## src/rtl/vga_fetch_sched.sv

```systemverilog
// Framebuffer fetch scheduler for the VGA pixel FIFO: one outstanding burst at a time,
// resynchronised on every frame_start, with sticky underflow / late-frame flags.
module vga_fetch_sched #(
  parameter int              HDISP      = 800,
  parameter int              VDISP      = 480,
  parameter int              FIFO_DEPTH = 256,
  parameter int              BURST_LEN  = 16,
  parameter int              AW         = 32,
  parameter logic [AW-1:0]   BASE_ADDR  = '0
) (
  input  logic                             pixel_clk,
  input  logic                             pixel_rst,
  input  logic                             enable,
  input  logic                             frame_start,
  input  logic [$clog2(FIFO_DEPTH+1)-1:0]  fifo_level,
  input  logic                             pix_rd,
  output logic                             req_valid,
  input  logic                             req_ready,
  output logic [AW-1:0]                    req_addr,
  output logic [$clog2(BURST_LEN+1)-1:0]   req_len,
  input  logic                             burst_done,
  output logic                             fifo_flush,
  output logic                             frame_busy,
  output logic                             underflow,
  output logic                             late_frame,
  input  logic                             err_clr
);

  localparam int TOTAL = HDISP * VDISP;
  localparam int IW    = $clog2(((TOTAL > BURST_LEN) ? TOTAL : BURST_LEN) + 1);
  localparam int LW    = $clog2(FIFO_DEPTH + 1);
  localparam int RLW   = $clog2(BURST_LEN + 1);

  typedef enum logic [2:0] {
    S_IDLE,
    S_SYNC,
    S_FLUSH,
    S_CHECK,
    S_REQ,
    S_WAIT
  } state_t;

  state_t         state, state_next;
  logic [IW-1:0]  word_idx, word_idx_next, remaining;
  logic [RLW-1:0] len_calc, req_len_next;
  logic [AW-1:0]  addr_calc, req_addr_next;
  logic           req_valid_next, fifo_flush_next, frame_busy_next;
  logic           underflow_next, late_frame_next;
  logic           pending, pending_next;
  logic           resync_req, space_ok;

  assign remaining  = IW'(TOTAL) - word_idx;
  // The final burst of a frame is clipped so no request runs past the last pixel.
  assign len_calc   = (remaining > IW'(BURST_LEN)) ? RLW'(BURST_LEN) : RLW'(remaining);
  assign addr_calc  = BASE_ADDR + AW'({word_idx, 2'b00});
  assign space_ok   = ({1'b0, fifo_level} + (LW+1)'(len_calc)) <= (LW+1)'(FIFO_DEPTH);
  assign resync_req = frame_start & frame_busy;

  always_comb begin
    // NOTE: every comb output gets a default first so no path can infer a latch.
    state_next      = state;
    req_valid_next  = req_valid;
    req_addr_next   = req_addr;
    req_len_next    = req_len;
    fifo_flush_next = 1'b0;
    frame_busy_next = frame_busy;
    word_idx_next   = word_idx;
    pending_next    = pending | resync_req;

    underflow_next  = err_clr ? 1'b0 : underflow;
    if (pix_rd && (fifo_level == '0) && frame_busy) begin
      underflow_next = 1'b1;
    end
    late_frame_next = err_clr ? 1'b0 : late_frame;
    if (resync_req) begin
      late_frame_next = 1'b1;
    end

    unique case (state)
      S_IDLE: begin
        if (enable) begin
          state_next = S_SYNC;
        end
      end
      S_SYNC: begin
        if (!enable) begin
          state_next = S_IDLE;
        end else if (frame_start) begin
          state_next      = S_FLUSH;
          fifo_flush_next = 1'b1;
        end
      end
      S_FLUSH: begin
        state_next      = S_CHECK;
        word_idx_next   = '0;
        frame_busy_next = 1'b1;
        pending_next    = resync_req;
      end
      S_CHECK: begin
        if (!enable) begin
          state_next      = S_IDLE;
          frame_busy_next = 1'b0;
          pending_next    = 1'b0;
        end else if (pending_next) begin
          state_next      = S_FLUSH;
          fifo_flush_next = 1'b1;
        end else if (remaining == '0) begin
          state_next      = S_SYNC;
          frame_busy_next = 1'b0;
        end else if (space_ok) begin
          state_next     = S_REQ;
          req_valid_next = 1'b1;
          req_addr_next  = addr_calc;
          req_len_next   = len_calc;
        end
      end
      S_REQ: begin
        if (req_ready) begin
          state_next     = S_WAIT;
          req_valid_next = 1'b0;
        end
      end
      S_WAIT: begin
        if (burst_done) begin
          word_idx_next = word_idx + IW'(req_len);
          if (pending_next) begin
            state_next      = S_FLUSH;
            fifo_flush_next = 1'b1;
          end else begin
            state_next = S_CHECK;
          end
        end
      end
      default: state_next = S_IDLE;
    endcase
  end

  always_ff @(posedge pixel_clk or posedge pixel_rst) begin
    if (pixel_rst) begin
      state      <= S_IDLE;
      req_valid  <= 1'b0;
      req_addr   <= BASE_ADDR;
      req_len    <= '0;
      fifo_flush <= 1'b0;
      frame_busy <= 1'b0;
      underflow  <= 1'b0;
      late_frame <= 1'b0;
      word_idx   <= '0;
      pending    <= 1'b0;
    end else begin
      // NOTE: non-blocking assignments so every register samples pre-edge values.
      state      <= state_next;
      req_valid  <= req_valid_next;
      req_addr   <= req_addr_next;
      req_len    <= req_len_next;
      fifo_flush <= fifo_flush_next;
      frame_busy <= frame_busy_next;
      underflow  <= underflow_next;
      late_frame <= late_frame_next;
      word_idx   <= word_idx_next;
      pending    <= pending_next;
    end
  end

  // A pending request must stay frozen until the read engine takes it.
  req_hold_a : assert property (@(posedge pixel_clk) disable iff (pixel_rst)
    req_valid && !req_ready |=> req_valid && $stable(req_addr) && $stable(req_len));

endmodule
```

## config.mk

```make
export PLATFORM = sky130hd
export DESIGN_NAME = vga_fetch_sched
export DESIGN_NICKNAME = d
export VERILOG_FILES = /design/src/rtl/vga_fetch_sched.sv
export SDC_FILE = /design/constraint.sdc
export NUM_CORES = 1
export LEC_CHECK = 0
export ABC_AREA = 1
export BUFFER_PORTS_ARGS = -buffer_cell sky130_fd_sc_hd__buf_2
export CORE_ASPECT_RATIO = 1.75
export CORE_MARGIN = 4
export CORE_UTILIZATION = 40
export DETAILED_ROUTE_END_ITERATION = 8
export GPL_ROUTABILITY_DRIVEN = 0
export PLACE_DENSITY = 0.61
export SLEW_MARGIN = 25
export SYNTH_ARGS = -nofsm -noshare
export SYNTH_HDL_FRONTEND = slang
export SYNTH_SLANG_ARGS = --single-unit
```

## constraint.sdc

```tcl
create_clock -name pixel_clk -period 6.2 [get_ports pixel_clk]
set_clock_uncertainty 0.2 [all_clocks]
set_input_delay 0.93 -clock pixel_clk [delete_from_list [all_inputs] [get_ports pixel_clk]]
set_output_delay 0.93 -clock pixel_clk [all_outputs]
set_load 0.05 [all_outputs]
```

Yosys cells after proc, flatten, opt, wreduce, memory -nomap -nowiden --
Cells that the tools add are included.
Storage, ports and cells: input port bits 17, output and inout port bits 42, bits in latches 0, flip-flop bits (word level) 52, memories 0, ROM bits 0, RAM bits 0, word-level logic and storage cells 85
Cells by class: mux-type cells 35, magnitude comparators 2, $add $sub $neg 3, equality and inequality tests 16, reductions and logical operators 15, shifts and indexed selects 0, bitwise logic cells 4, $mul 0, divide/modulo/power cells 0
Operator list (number):
- 19-bit case mux with 2 select lines | 1
- 3-bit 2-to-1 mux | 9
- 19-bit by 5-bit adder with 19-bit output | 1
- 19-bit by 5-bit greater-than comparator with 1-bit output, second input constant | 1
- 19-bit zero test | 1
- 19-bit 2-to-1 mux | 1
- 19-bit subtractor, first input constant | 1
- 1-bit 2-to-1 mux | 18
- 3-bit case mux with 6 select lines | 1
- 2-bit != test, second input constant | 7
- 9-bit by 5-bit adder with 10-bit output | 1
- 10-bit by 9-bit <= comparator with 1-bit output, second input constant | 1
- 5-bit AND reduction | 2
- 2-bit nonzero test | 5
- 9-bit zero test | 1
- 3-bit != test, second input constant | 3
- 3-bit by 2-bit equality test with 1-bit output, second input constant | 2
- 3-bit equality test, second input constant | 2
- 1-bit case mux with 2 select lines | 3
- 6-bit AND reduction | 1
- 5-bit 2-to-1 mux | 1
- 5-bit != test, second input constant | 1
- 3-bit by 1-bit equality test with 1-bit output, second input constant | 1
- 3-bit zero test | 1
- 7 further kinds | 9

Logic depth before layout (Yosys ltp) --
Gate-level depths: netlist of run 1.
depth in word-level cells 10, depth in mapped cells 31, depth with buffers taken out 31

Worst setup path before layout of run 1 --
OpenSTA, ideal clock, no wires.
path type flip-flop to flip-flop, from register word_idx[1], to register req_addr[7], period minus slack after synthesis 3.893 ns, buffers on the path 1, setup time 0.120 ns, cell stages (with the launch flop) 24, arrival time 3.574 ns, required time 5.880 ns, slack 2.307 ns, cell sequence dfrtp_1 -> inv_1 -> ha_1 -> nand3_2 -> nor2_1 -> xor2_1 -> nand2_1 -> nor2_4 -> nand2_2 -> nor2_1 -> nand2_1 -> nor2_1 -> ha_1 -> fa_1 -> or2_2 -> a21oi_1 -> nand4_1 -> nor2_1 -> nand3_1 -> nand2_1 -> nand4_4 -> buf_12 -> nand2_4 -> o21ai_2
Between the ends: longest elaborated chain between the ends 6, elaborated cells between the ends (all ways) 8, classes of those cells add/sub (2); order compare (2); mux (1); bitwise (1); reduce/logical (2)
Ends and longest elaborated chain:
- start: declaration | line 44 | logic [IW-1:0] word_idx, word_idx_next, remaining;
- start signal: assignment | line 160 | word_idx <= word_idx_next;
- 19-bit subtractor | line 52 | assign remaining = IW'(TOTAL) - word_idx;
- 19-bit by 5-bit greater-than comparator with 1-bit output | line 54 | assign len_calc = (remaining > IW'(BURST_LEN)) ? RLW'(BURST_LEN) : RLW'(remaining);
- 5-bit 2-to-1 mux | line 54
- via len_calc[0] | line 45 | logic [RLW-1:0] len_calc, req_len_next;
- 9-bit by 5-bit adder with 10-bit output | line 56 | assign space_ok = ({1'b0, fifo_level} + (LW+1)'(len_calc)) <= (LW+1)'(FIFO_DEPTH);
- 10-bit by 9-bit <= comparator with 1-bit output | line 56
- 5-bit AND reduction (no source line)
- end signal: assignment | line 154 | req_addr <= req_addr_next;
- end: declaration | line 19 | output logic [AW-1:0] req_addr,
The timed path passes the listed nets, and every way through them passes these cells. A chain may end at the register's enable or synchronous reset.

Final worst setup path of run 1 --
from register word_idx[1], to register req_len[4]
Between the ends: longest elaborated chain between the ends 6, elaborated cells between the ends (all ways) 8, classes of those cells add/sub (2); order compare (2); mux (1); bitwise (1); reduce/logical (2)
Ends and longest elaborated chain:
- 19-bit subtractor | line 52
- 19-bit by 5-bit greater-than comparator with 1-bit output | line 54
- 5-bit 2-to-1 mux | line 54
- via len_calc[0] | line 45
- 9-bit by 5-bit adder with 10-bit output | line 56
- 10-bit by 9-bit <= comparator with 1-bit output | line 56
- 5-bit AND reduction (no source line)
- end signal: assignment | line 155 | req_len <= req_len_next;
- end: declaration | line 20 | output logic [$clog2(BURST_LEN+1)-1:0] req_len,
The timed path passes the listed nets, and every way through them passes these cells.

==> flow_summary.toml, run 1 <==
[placed_design]
port_buffers = 45
place_area_sq_mm = 0.00428
dp_hpwl_um = 8700

[die]
core_area_sq_mm = 0.00985
rows = 48
die-area_sq_mm = 0.0118
die_y_um = 141
chipWidth_um = 83.9
start_util_pct = 40.9
ioPinCount = 59

[cts]
cts_hold_buf = 0
clock_sinks = 52
htree_levels = 2
clk_path_buf_depth = 2
cts_resized = 0
path_clk_slew_ps = 70
ctsRootBufferMaster = "clkbuf_16"
insertion_delay_ps = 300
cts_tree = "yes"
cts-buffers-inserted = 5
postCtsSetupRepairBufs = 0

[critical_path]
path_class = "flip-flop to flip-flop"
timing.critical_path.required_ps = 6180
crit_path_end_kind = "flip-flop"
worst_setup_path_start_kind = "flip-flop"
cp_data_arrival_time_ps = 4930
crit_fanout = 24

[power_and_ir_drop]
cellPowerDensity_mw_per_mm2 = 254
power.leakage_nw = 2.33
ir_drop_mv = 0.147

[drt]
routedWlPerCell_um = 14.8
drt_iter0_markers = 150
dr.pass1.iters = 4
drc = 0
ant_nets = 0
vias = 3649
wl_um = 10600
via_per_inst = 5.06

[yosys]
ys_ff_latch = 52
yosysMostFrequentCell = "nand2_1"
synth_largest_area_cell = "dfrtp_1"
synthTopCellsByArea = "dfrtp_1, nand2_1, nand3_1"
synth_warnings = 0
yosys.area.top_type_share_pct = 32.3
avgSynthCellArea_sq_um = 7.31
synthDistinctLibCells = 42
synthCells = 552
syn_area_sq_mm = 0.00403
synth-edff-count = 0
synth.top_cells.by_count = "nand2_1, inv_1, dfrtp_1"
ys.flop_type = "dfrtp_1"
yosysSeqAreaShare_pct = 32.3
async_flop_share_pct = 100

[timing]
min_period_over_period_pct = 79.8
hold_viol = 0
fmax_mhz = 202
report.final.slew_viol_count = 0
min_period_ps = 4950
slew_headroom_pct = 50.5
rsz0062_at_grt = "no"
final.setup.tns_ps = 0
worstMarginPinSlew_ps = 737
setup_viol = 0

[cells_and_area]
final_core_util_pct = 45.3
final_area_sq_mm = 0.00446
n_fill_cell = 1046
nNetsFinal = 625
drive_gt1_share_pct = 22.1
diodes = 0
area_delta_synth_final_pct = 10.6

[global_routing]
grt_pass1_vias = 3705
use_met2_pct = 36.2
track_usage_pct = 18.9
grt.busiest_layer = "met2"
use_met3_pct = 2.57
grt_max_degree = 53
antenna_found_initial = 0
grt_overflow_total = 0
grt_pass1_wl_um = 17900
met1_usage_pct = 17.9

[job]
drv_cap = 0

[run_status]
status = "completed"

[hold_path]
hold_class = "flip-flop to flip-flop"
==> layout make-up <==
cell class | instances | area, sq um | share of cell area [%]
clock buffer | 7 | 153 | 3.42
clock inverter | 1 | 30.0 | 0.673
inverter | 72 | 273 | 6.12
multi-input combinational | 418 | 2310 | 51.9
sequential | 52 | 1300 | 29.2
tap | 125 | 156 | 3.51
timing repair buffer | 46 | 233 | 5.22
==> critical path, cell delays in order (launching register included) <==
cell,delay [ps]
dfrtp_1,430
inv_1,150
ha_1,230
nand3_2,160
nor2_1,180
xor2_1,160
nand2_1,130
nor2_4,140
nand2_2,70
nor2_1,100
nand2_1,140
nor2_1,140
ha_1,260
fa_1,440
or2_2,280
a21oi_1,120
nand4_1,110
nor2_1,100
nand3_1,80
nand2_1,120
nand4_4,430
buf_4,480
nand2_1,130
o21ai_2,50
==> registers in the layout, indices dropped and copies added, names as in the netlist <==
register and count:
late_frame 1, state 3, frame_busy 1, pending 1, req_valid 1, underflow 1
req_len 5, fifo_flush 1, req_addr 19, word_idx 19
==> path summary, 6_finish.rpt <==
path | from | to | slack (ps) | depth (start not counted)
setup / recovery | word_idx[1] | req_len[4] | 1250 | 23
max in group asynchronous | pixel_rst | word_idx[13] | 4810 | 2
hold reg to reg | req_addr[20] | req_addr[20] | 280 | 2
setup reg to reg | word_idx[1] | req_len[4] | 1250 | 23
hold / removal | req_addr[20] | req_addr[20] | 280 | 2
min in group asynchronous | pixel_rst | req_addr[4] | 520 | 2
==> cells by family after synthesis <==
group | Yosys count | share of synthesized area (%)
xor+xnor | 5 | 1.09
fa+ha+maj | 13 | 4.41
buf+inv | 94 | 11.5
other cells | 1 | 0.0930
simple gates | 320 | 39.7
compound gates | 67 | 11.0
flops | 52 | 32.3
==> metrics by stage <==
step	hold WS [ps]	power (W)	setup slack, ps	std cells
finish	281	0.00113	1250	721
global route	314	0.00120	787	721
CTS	285	0.00114	1210	721
detailed placement	264	0.000803	1250	713
global placement	264	0.000797	1330	713
floorplan	291	0.000721	2310	564
==> placed cells by master (no fill, tap or decap), drive strengths merged, types with 4 or more instances in the layout <==
cell      n
ha       11
conb     13
dfrtp    52
clkbuf    7
o21ai    39
a21oi    16
nor3     12
nor2     63
xor2      4
buf      46
nand2   176
inv      71
nand4    11
nand3    48
==> power breakdown <==
group          total, W  leakage [nW]  internal [W]  switching (W)
Clock          0.000337        0.0901      0.000213       0.000124
Combinational  0.000389          1.53      0.000104       0.000284
Sequential     0.000408         0.713      0.000373      0.0000352
==> metal layers <==
metal  vias up  routed length, um
met5         -                  0
met4         0                737
met2        82               5830
met1      1684               3680
li1       1846                  -
met3        37                386
No activity file was read; power rests on OpenSTA's default activity.
==> run 2, diff against run 1 <==
Settings changed: PLACE_DENSITY 0.61 to 0.64.
Clock period 6.2 ns to 4.5 ns, I/O delays scaled along.
==> run 2 against run 1 <==
- flip-flop and latch count unchanged
- die area unchanged
- global-route usage decreased by 1.0 points
- hold slack got worse by 15 ps
- via count increased by 3.8%
- first-iteration DRC count increased by 59%
- sequential power increased by 37%
- largest power group unchanged
- critical path type unchanged
==> flow_summary.toml, run 2 (same netlist as run 1, synthesis figures left out) <==
[power_and_ir_drop]
p_int_w = 0.000962
power.leakage_nw = 2.43
cellPowerDensity_mw_per_mm2 = 336
ir_drop_mv = 0.173
power_frac_seq_pct = 35.7
p_comb_share_pct = 34.7
clockPowerShare_pct = 29.6
swShare_pct = 38.7
power.switching_w = 0.000608

[global_routing]
antenna_found_initial = 0
grt_max_degree = 53
grt_pass1_vias = 3579
grt_pass1_wl_um = 17000
grt_overflow_total = 0
track_usage_pct = 17.9

[timing]
min_period_ps = 4210
report.final.slew_viol_count = 0
min_period_over_period_pct = 93.6
setup_viol = 0
hold_viol = 0
final.setup.tns_ps = 0
worstMarginPinSlew_ps = 646
whs_ps = 266
slew_headroom_pct = 56.9
fmax_mhz = 237

[die]
rows = 48
core_area_sq_mm = 0.00985
start_util_pct = 40.9
die_y_um = 141
ioPinCount = 59
die-area_sq_mm = 0.0118
chipWidth_um = 83.9

[cts]
insertion_delay_ps = 300
clk_path_buf_depth = 2
path_clk_slew_ps = 70
cts-buffers-inserted = 5
cts_tree = "yes"
htree_levels = 2
ctsRootBufferMaster = "clkbuf_16"
clock_sinks = 52

[job]
drv_cap = 0

[cells_and_area]
layoutNonFillerInstCount = 733
final_cell_mix = "nand2_1, inv_1, dfrtp_1, nor2_1, nand3_1"
nNetsFinal = 637
final_area_sq_mm = 0.00468
reg_top3 = "req_addr: 19 flops, word_idx: 19 flops, req_len: 5 flops"
n_fill_cell = 1007
area_delta_synth_final_pct = 16.0
drive_gt1_share_pct = 26.2
mostFrequentLayoutCell = "nand2_1"
diodes = 0

[critical_path]
critPathBufInv = 3
cpMostUsedCell = "nand3_1"
worst_setup_path_start_kind = "flip-flop"
max_stage_delay_ps = 430
crit_path_end_kind = "flip-flop"
cp_data_arrival_time_ps = 4240
cp_top_family = "simple AND/OR/NAND/NOR gates"
path_class = "flip-flop to flip-flop"
cp_slowest_cell = "dfrtp_1"
timing.critical_path.required_ps = 4520
crit_fanout = 23
worstPathCellList = "inv_4 > ha_4 > nand3_4 > nor2_4 > buf_4 > nand3_1 > nand3_1 > nand3_1 > nor2_4 > nand2_2 > nor2_2 > ha_2 > fa_1 > or2_2 > a21oi_2 > nand4_1 > nor2_1 > nand3_1 > nand2_2 > nand4_4 > clkbuf_16 > o21ai_2"

[drt]
ant_nets = 0
vias = 3789
routedWlPerCell_um = 14.9
highest_layer = "met4"
wl_met2_um = 6090
via_per_inst = 5.17
drt-met1-wl_um = 3960
wl_um = 11000
drc = 0
wl_met3_um = 383
dr.pass1.iters = 4
drt_iter0_markers = 238

[placed_design]
placedCellCount = 715
port_buffers = 45
dp_hpwl_um = 8290
place_area_sq_mm = 0.00430

[hold_path]
hold_class = "input port to async pin"

[run_status]
status = "completed"
## run 2: cell count changes in the layout (fill, tap and decap cells not counted), moves of 3 or more
cell / before / now
clkbuf_16: 5 / 9
nor2_2: 2 / 6
nand2_1: 152 / 149
buf_4: 1 / 9
nor2_1: 51 / 47
## run 2: metrics by stage
stage / total power [W] / setup WS [ps] / utilization [%]
after floorplan: 0.000994 / 607 / -
after global placement: 0.00110 / 218 / 43.7
after detailed placement: 0.00110 / 144 / 43.7
after CTS: 0.00157 / 98.1 / 45.6
after global routing: 0.00166 / -6.27 / 47.5
final: 0.00157 / 286 / 47.5
## run 2: repair_timing
item / CTS / global route
setup endpoints to repair: 0 / 28
hold buffers: 0 / 0
buffers inserted: 0 / 7
resized for setup: 0 / 21
## run 2: final timing paths
kind,from,depth (start not counted),to,slack [ps]
hold / removal,pixel_rst,2,req_addr[4],270
max in group asynchronous,pixel_rst,2,word_idx[10],3360
setup / recovery,word_idx[0],22,req_addr[3],290
hold reg to reg,req_addr[20],2,req_addr[20],280
setup reg to reg,word_idx[0],22,req_addr[3],290
min in group pixel_clk,req_addr[20],2,req_addr[20],280
## run 2: layer usage
metal,track usage [%],vias up
met5,0,-
met4,11.3,0
met3,2.22,34
met2,33.5,116
met1,18.4,1763
li1,-,1876
## run 2: area by class of cell
class | instances | area (sq um) | area share [%]
well taps | 125 | 156 | 3.34
clock buffers | 7 | 153 | 3.26
flip-flops and latches | 52 | 1300 | 27.9
repair buffers | 58 | 393 | 8.40
inverters | 72 | 275 | 5.89
clock inverters | 1 | 30.0 | 0.642
multi-input cells | 418 | 2370 | 50.6
## run 2: power by group through the flow
stage	Combinational, W	Clock, W	Sequential, W
after floorplan	0.000348	0	0.000646
after global placement	0.000525	0	0.000570
after detailed placement	0.000530	0	0.000570
after CTS	0.000531	0.000475	0.000562
after global routing	0.000602	0.000491	0.000568
final	0.000545	0.000464	0.000560
==> run 3, diff against run 2 <==
Settings changed: GPL_TIMING_DRIVEN set to 0.
==> run 3 against run 2 <==
- wire length decreased by 3.9%
- register-to-register slack got worse by 20 ps
- combinational power grew 4%
- cell area increased by 2.9%
- largest cell class unchanged
- largest power group is now combinational logic
==> flow_summary.toml, run 3 (same netlist as run 1, synthesis figures left out) <==
[timing]
worstMarginPinSlew_ps = 654
setup_viol = 0
min_period_ps = 4230
final.setup.tns_ps = 0
whs_ps = 270
slew_headroom_pct = 56.4
report.final.slew_viol_count = 0
hold_viol = 0
fmax_mhz = 236
min_period_over_period_pct = 94.0

[critical_path]
cp_data_arrival_time_ps = 4220
r2r-start = "word_idx[0]"
r2r_end = "req_len[0]"
crit_path_end_kind = "flip-flop"
path_class = "flip-flop to flip-flop"
startpoint = "word_idx[0]"
timing.critical_path.required_ps = 4490
worst_setup_path_start_kind = "flip-flop"
crit_fanout = 10
rrSetupSlack_ps = 270
reg2regPathDepth = 24

[cells_and_area]
layoutNonFillerInstCount = 753
area_delta_synth_final_pct = 19.4
drive_gt1_share_pct = 27.2
nNetsFinal = 658
diodes = 0
final_core_util_pct = 48.9
final_cell_mix = "nand2_1, inv_1, dfrtp_1, nor2_1, nand3_1"
n_fill_cell = 1030
final_area_sq_mm = 0.00481
mostFrequentLayoutCell = "nand2_1"
multi_input_area_sq_mm = 0.00235
seq_area_sq_mm = 0.00130
reg_top3 = "req_addr: 19 flops, word_idx: 19 flops, req_len: 5 flops"

[cts]
cts_hold_buf = 0
htree_levels = 2
clk_path_buf_depth = 2
path_clk_slew_ps = 70
cts-buffers-inserted = 5
clock_sinks = 52
insertion_delay_ps = 300
cts_tree = "yes"
ctsRootBufferMaster = "clkbuf_16"

[drt]
dr.pass1.iters = 5
drc = 0
ant_nets = 0
drt_iter0_markers = 196
vias = 3833
wl_um = 10500
via_per_inst = 5.09
routedWlPerCell_um = 14.0

[job]
drv_cap = 0

[power_and_ir_drop]
p_int_w = 0.000999
swShare_pct = 38.0
power.switching_w = 0.000612
cellPowerDensity_mw_per_mm2 = 335
ir_drop_mv = 0.204
p_comb_share_pct = 35.1
power_frac_seq_pct = 34.6
clockPowerShare_pct = 30.3
power.leakage_nw = 2.53

[die]
die_y_um = 141
rows = 48
core_area_sq_mm = 0.00985
chipWidth_um = 83.9
die-area_sq_mm = 0.0118
ioPinCount = 59
start_util_pct = 40.9

[global_routing]
grt_pass1_vias = 3856
grt_max_degree = 53
grt_overflow_total = 0
grt_pass1_wl_um = 17800
antenna_found_initial = 0
track_usage_pct = 18.5

[placed_design]
place_area_sq_mm = 0.00446
dp_hpwl_um = 8490
port_buffers = 45
placedCellCount = 734

[hold_path]
hold_class = "input port to async pin"

[run_status]
status = "completed"
[run 3: cell types whose count changed in the layout (fill, tap and decap cells not counted), moves of 2 or more]
cell and delta:
buf_12 +2, clkbuf_1 +2, dfrtp_1 +2, clkbuf_8 -2
dfrtp_2 -2, buf_6 +4, buf_4 +15, clkbuf_16 -4
[run 3: area by class of cell]
class,count,share of cell area [%]
multi-input combinational,418,48.9
sequential,52,27.0
timing repair buffer,57,7.33
inverter,72,5.67
buffer,22,4.00
tap,125,3.25
clock buffer,5,2.60
clock inverter,2,1.25
[run 3: how the worst max path moves through the flow]
stage | endpoint | slack, ps
after detailed placement | req_addr[4] | -180
after global placement | req_addr[3] | -120
final | req_len[0] | 270
after global routing | req_addr[19] | -40
after CTS | req_addr[4] | 10
after floorplan | req_addr[7] | 610
[run 3: timing repair]
item / CTS / global route
hold endpoints to repair: 0 / 0
setup buffers: 5 / 6
cloned: 1 / 0
pin swaps: 4 / 2
resized for setup: 2 / 9
endpoints found under the setup margin: 25 / 28
[run 3: routing by layer]
metal | part of all wire (%) | global-route usage [%] | vias to the layer above | wire (um)
met5 | 0 | 0 | - | 0
met4 | 5.6 | 11.5 | 0 | 585
met3 | 3.6 | 2.63 | 34 | 384
met2 | 56 | 35.3 | 104 | 5930
met1 | 35 | 18.2 | 1784 | 3630
li1 | - | - | 1911 | -
[run 3: per-stage QoR]
stage               worst slack [ps]  total power [W]
floorplan                        607         0.000994
finish                           268          0.00161
global route                   -36.5          0.00170
CTS                             14.1          0.00161
global placement                -121          0.00111
detailed placement              -181          0.00112
[run 3: critical path, stage by stage (launching register included)]
cell and delay (ps):
dfrtp_1 410, inv_2 140, ha_4 170, nand3_4 120, nor2_4 140, buf_4 130, nand3_1 110, nand3_1 100
nand3_1 160, nor2_4 160, nand2_2 120, nor2_2 110, ha_2 200, fa_1 410, or2_2 280, a21oi_1 140
nand4_1 130, nor2_1 110, nand3_1 90, nand2_2 100, nand4_4 130, buf_12 190, buf_8 160, nand2_4 60
o21ai_2 40
[run 3: power by group through the flow]
stage                     logic [W]  registers (W)  clock network, W
after floorplan            0.000348       0.000646                 0
after global placement     0.000547       0.000565                 0
after detailed placement   0.000555       0.000565                 0
after CTS                  0.000560       0.000557          0.000498
after global routing       0.000631       0.000563          0.000510
final                      0.000565       0.000557          0.000489
